--- config.mk ---
export PLATFORM = sky130hd
export DESIGN_NAME = seq_pattern_detector
export DESIGN_NICKNAME = d
export VERILOG_FILES = /design/src/rtl/seq_det_pkg.sv /design/src/rtl/sat_counter.sv /design/src/rtl/seq_pattern_detector.sv
export SDC_FILE = /design/constraint.sdc
export NUM_CORES = 1
export LEC_CHECK = 0
export CAP_MARGIN = 25
export CORE_ASPECT_RATIO = 1.1
export CORE_MARGIN = 4
export CORE_UTILIZATION = 50
export CTS_BUF_LIST = sky130_fd_sc_hd__clkbuf_4 sky130_fd_sc_hd__clkbuf_8
export DETAILED_ROUTE_END_ITERATION = 10
export GPL_ROUTABILITY_DRIVEN = 1
export HOLD_SLACK_MARGIN = 0.06
export PLACE_DENSITY = 0.82
export SLEW_MARGIN = 10
export SYNTH_ARGS = -nofsm -noshare
export SYNTH_HDL_FRONTEND = slang
export SYNTH_SLANG_ARGS = --single-unit
--- constraint.sdc ---
create_clock -name clk -period 3.98 [get_ports clk]
set_input_delay 1.194 -clock clk [delete_from_list [all_inputs] [get_ports clk]]
set_output_delay 1.194 -clock clk [all_outputs]
set_load 0.01 [all_outputs]
--- src/rtl/seq_det_pkg.sv ---
// Shared defaults and helpers for the serial pattern detector.
// The reset values reproduce the legacy fixed "110" overlapping detector.
package seq_det_pkg;

    localparam logic [2:0] DEF_PATTERN = 3'b110;
    localparam int         DEF_LEN     = 3;
    localparam logic       DEF_OVERLAP = 1'b1;

    // A zero length would never match, so it is treated as length 1.
    function automatic int clamp_len(input int len, input int max_len);
        if (len < 1) begin
            return 1;
        end
        if (len > max_len) begin
            return max_len;
        end
        return len;
    endfunction

endpackage

--- src/rtl/sat_counter.sv ---
// Saturating up-counter with synchronous clear.
// A clear wins over a simultaneous increment.
module sat_counter #(
    parameter int W = 16
) (
    input  logic         clk,
    input  logic         rst_n,
    input  logic         inc,
    input  logic         clr,
    output logic [W-1:0] q
);

    logic [W-1:0] cnt_q;
    logic [W-1:0] cnt_d;

    always_comb begin
        cnt_d = cnt_q;
        if (clr) begin
            cnt_d = '0;
        end else if (inc && (cnt_q != '1)) begin
            cnt_d = cnt_q + W'(1);
        end
    end

    always_ff @(posedge clk or negedge rst_n) begin
        if (!rst_n) begin
            cnt_q <= '0;
        end else begin
            cnt_q <= cnt_d;
        end
    end

    assign q = cnt_q;

endmodule

--- src/rtl/seq_pattern_detector.sv ---
// Runtime-programmable serial pattern detector with overlapping/non-overlapping
// modes, a registered one-cycle match pulse and a saturating match count.
module seq_pattern_detector
    import seq_det_pkg::*;
#(
    parameter  int MAX_LEN = 8,
    parameter  int CNT_W   = 16,
    localparam int LEN_W   = $clog2(MAX_LEN + 1)
) (
    input  logic               clk,
    input  logic               reset_n,
    input  logic               cfg_we,
    input  logic [MAX_LEN-1:0] cfg_pattern,
    input  logic [LEN_W-1:0]   cfg_len,
    input  logic               cfg_overlap,
    input  logic               in_valid,
    input  logic               x,
    input  logic               cnt_clr,
    output logic               z,
    output logic [CNT_W-1:0]   match_count,
    output logic [LEN_W-1:0]   cur_len
);

    logic [MAX_LEN-1:0] pattern_q, pattern_d;
    logic [LEN_W-1:0]   len_q, len_d;
    logic               overlap_q, overlap_d;
    logic [MAX_LEN-1:0] hist_q, hist_d;
    logic [LEN_W-1:0]   fill_q, fill_d;
    logic               z_q, z_d;

    logic [MAX_LEN-1:0] mask;
    logic [MAX_LEN-1:0] new_hist;
    logic               primed;
    logic               match;

    always_comb begin
        for (int i = 0; i < MAX_LEN; i++) begin
            mask[i] = (i < int'(len_q));
        end
        new_hist = {hist_q[MAX_LEN-2:0], x};
        // Primed once the incoming sample can complete a full pattern.
        primed   = int'(fill_q) >= (int'(len_q) - 1);
        match    = !cfg_we && in_valid && primed
                   && (((new_hist ^ pattern_q) & mask) == '0);
    end

    always_comb begin
        pattern_d = pattern_q;
        len_d     = len_q;
        overlap_d = overlap_q;
        hist_d    = hist_q;
        fill_d    = fill_q;
        z_d       = 1'b0;
        if (cfg_we) begin
            pattern_d = cfg_pattern;
            len_d     = LEN_W'(clamp_len(int'(cfg_len), MAX_LEN));
            overlap_d = cfg_overlap;
            hist_d    = '0;
            fill_d    = '0;
        end else if (in_valid) begin
            hist_d = new_hist;
            z_d    = match;
            if (match && !overlap_q) begin
                fill_d = '0;
            end else if (fill_q != len_q) begin
                fill_d = fill_q + LEN_W'(1);
            end
        end
    end

    always_ff @(posedge clk or negedge reset_n) begin
        if (!reset_n) begin
            pattern_q <= MAX_LEN'(DEF_PATTERN);
            len_q     <= LEN_W'(DEF_LEN);
            overlap_q <= DEF_OVERLAP;
            hist_q    <= '0;
            fill_q    <= '0;
            z_q       <= 1'b0;
        end else begin
            pattern_q <= pattern_d;
            len_q     <= len_d;
            overlap_q <= overlap_d;
            hist_q    <= hist_d;
            fill_q    <= fill_d;
            z_q       <= z_d;
        end
    end

    sat_counter #(.W(CNT_W)) u_match_cnt (
        .clk   (clk),
        .rst_n (reset_n),
        .inc   (match),
        .clr   (cnt_clr),
        .q     (match_count)
    );

    assign z       = z_q;
    assign cur_len = len_q;

endmodule
==> metrics.csv <==
metric,value,unit
Skew-Pair Late Insertion Delay,0.29,ns
initial antenna violation count,0,
Via Count,1759,
Mapped Cells,229,
Hold Buf Count CTS,0,
FP Rows,25,
"EDFF count, synth",0,
worst setup path start,x,
Area growth syn-to-layout,22.4,%
Crit Path Category,in2reg,
Clock Skew,0.00377,ns
Max Root-Sink Buffers,2,
flop2flop setup slack,1.00,ns
Fin Setup TNS,0,ns
overall power,0.000945,W
period utilization,84.6,%
post_cts resized,0,
Total Die Area,5820,um2
DR iter-0 viols,98,
Hold EP,pattern_q[5],
Worst Path Max Fanout,14,
RSZ-0062 raised after global routing,false,
Netlist cell types,40,
Fin. Hold Viols,0,
syn_area_per_cell,10.2,um2
Pleak,1.26,nW
max-slew violations,0,
DRT met1 WL,2180,um
Core Box Area,4410,um2
die extent in y,79.6,um
Residual DRC,0,
status,"finished, final reports clean",
worst hold path class,reg2reg,
largest net degree at the start of global routing,42,
CTS H-tree depth,2,
cell area after layout,2850,um2
vias in the first global route,1694,
top cell type by total area after synthesis,dfrtp_1,
post-synth net total,258,
Hold Path Cell Cnt,1,
Final ANT Viol Nets,0,
top layer in use,met4,
CP endpoint kind,flip-flop,
Peak Freq,297,MHz
R2R depth,11,
number of port buffers,39,
total CTS buffers,5,
nets,295,
Max-slew headroom,39.4,%
total track usage,17.0,%
DR WL met2,2190,um
FF-to-FF End,u_match_cnt.q[5],
Cell Pwr Density,332,nW/um2
Synth async-reset ratio,100,%
ANT cells,0,
"Reg clk slew, reported paths",0.08,ns
first-pass GRT wire length,7820,um
DRT Pass-1 Iters,4,
synth warn,0,
Crit path required time,4.16,ns
Synth top area share,38.7,%
Mapped Area,2330,um2
worst path arrival time,3.55,ns
via density per instance,5.48,
hold path startpoint,pattern_q[5],
fin util,64.7,%
Slew @ Worst Pin,0.909,ns
GRT overflow,0,
Area after DPL,2740,um2
wire length per cell,14.3,um
Yosys reg bits,41,
initial core utilization,52.8,%
clk sinks,41,
CTS tree,built,
share of layout cells above drive strength 1,12.0,%
CP Launch Type,input port,
GPL Wtd Cong,0.807,
worst IR drop on VDD,0.257,mV
post-CTS setup buffers,0,
R2R Path Start,cur_len[1],
Inst Count DP,313,
hpwl dp,3240,um
CTS root buffer,clkbuf_8,
routed wl met3,175,um
number of setup violations in the final report,0,
Main synth FF type,dfrtp_1,
die width,73.1,um
reported max-cap violation count,0,
DRT Wirelength,4580,um
IO Pins,40,
Tmin final,3.37,ns
dominant cells by area after synthesis,"dfrtp_1, dfstp_2, ha_1",
"Seq/Total Area, Yosys",44.3,%
fin cells,321,
cell usage in the layout, fill, tap and decap left out, types with 2 or more instances in the layout:
cell	count
clkdlybuf4s50_1	38
dfrtp_1	36
nor2_1	29
nand2_1	10
mux2_2	10
ha_1	10
xnor2_1	9
mux2i_1	9
xor2_1	8
nor2b_1	8
a21oi_1	7
nand3_1	7
mux2_1	7
inv_1	6
nor3_1	6
nand2b_1	6
o21ai_0	6
nand4_1	5
clkbuf_8	5
dfstp_2	5
o21ai_1	3
or4_1	3
and3_1	3
o22ai_1	3
buf_4	3
a211oi_1	2
nand4b_1	2
and4_1	2
nor4_1	2
a31o_1	2
a31o_2	2
cells in the mapped netlist (all sizes together) (2+ instances only):
master / instances
and4: 2
buf: 4
dfstp: 5
a31o: 4
nand3: 7
nor2b: 8
xnor2: 9
clkbuf: 8
nand4b: 2
nor4: 2
nand2: 10
or4: 3
and3: 3
o21ai: 9
mux2: 17
nor2: 29
inv: 6
nor3: 7
mux2i: 9
nand2b: 7
a211oi: 2
nand4: 5
o22ai: 3
ha: 10
a21oi: 7
xor2: 8
dfrtp: 36
flip-flops by register name (all words and copies together) (netlist names):
signal / cells
fill_q: 4
pattern_q: 8
hist_q: 7
u_match_cnt.q: 16
overlap_q: 1
cur_len: 4
z: 1
power breakdown:
group,internal (W),leakage [nW],switching [W]
Sequential,0.000438,0.536,0.0000221
Combinational,0.0000739,0.667,0.0000699
Clock,0.000195,0.0588,0.000146
worst max path at each step:
stage                             endpoint  slack, ns
after floorplan           u_match_cnt.q[4]       1.11
after global placement    u_match_cnt.q[5]       0.35
after detailed placement  u_match_cnt.q[5]       0.31
after CTS                 u_match_cnt.q[5]       0.63
after global routing      u_match_cnt.q[1]       0.49
final                     u_match_cnt.q[5]       0.61
cell type report:
type,count,area (um2)
timing repair buffer,42,408
clock inverter,2,38.8
sequential,41,1030
clock buffer,6,76.3
tap,54,67.6
multi-input combinational,170,1210
inverter,6,22.5
fill,373,1560
per-layer routing:
| layer | track usage (%) | vias to the layer above |
|---|---|---|
| met5 | 0 | - |
| li1 | - | 875 |
| met1 | 23.0 | 849 |
| met4 | 6.64 | 0 |
| met3 | 3.90 | 2 |
| met2 | 26.2 | 33 |
per-stage QoR:
step | setup slack [ns] | hold slack, ns
2_1_floorplan | 1.11 | 0.501
3_3_place_gp | 0.353 | 0.522
3_5_place_dp | 0.310 | 0.521
4_1_cts | 0.633 | 0.538
5_1_grt | 0.488 | 0.557
6_report | 0.614 | 0.534
worst max-delay path: stages:
cell             delay [ns]
clkdlybuf4s50_1        0.52
xnor2_1                0.13
a21oi_1                0.05
or4_1                  0.63
nor3_4                 0.50
buf_4                  0.24
a21oi_1                0.07
a31o_2                 0.22
logic make-up after synthesis:
logic type / Yosys count / synth area share, %
flip-flops: 41 / 44.3
AO/OA/AOI/OAI: 28 / 7.52
buffers and inverters: 18 / 3.92
AND/OR/NAND/NOR: 89 / 20.4
XOR/XNOR: 17 / 6.39
adder cells (fa/ha/maj): 10 / 5.37
multiplexers: 26 / 12.1
Note: power is estimated with default switching activity, not from simulation.
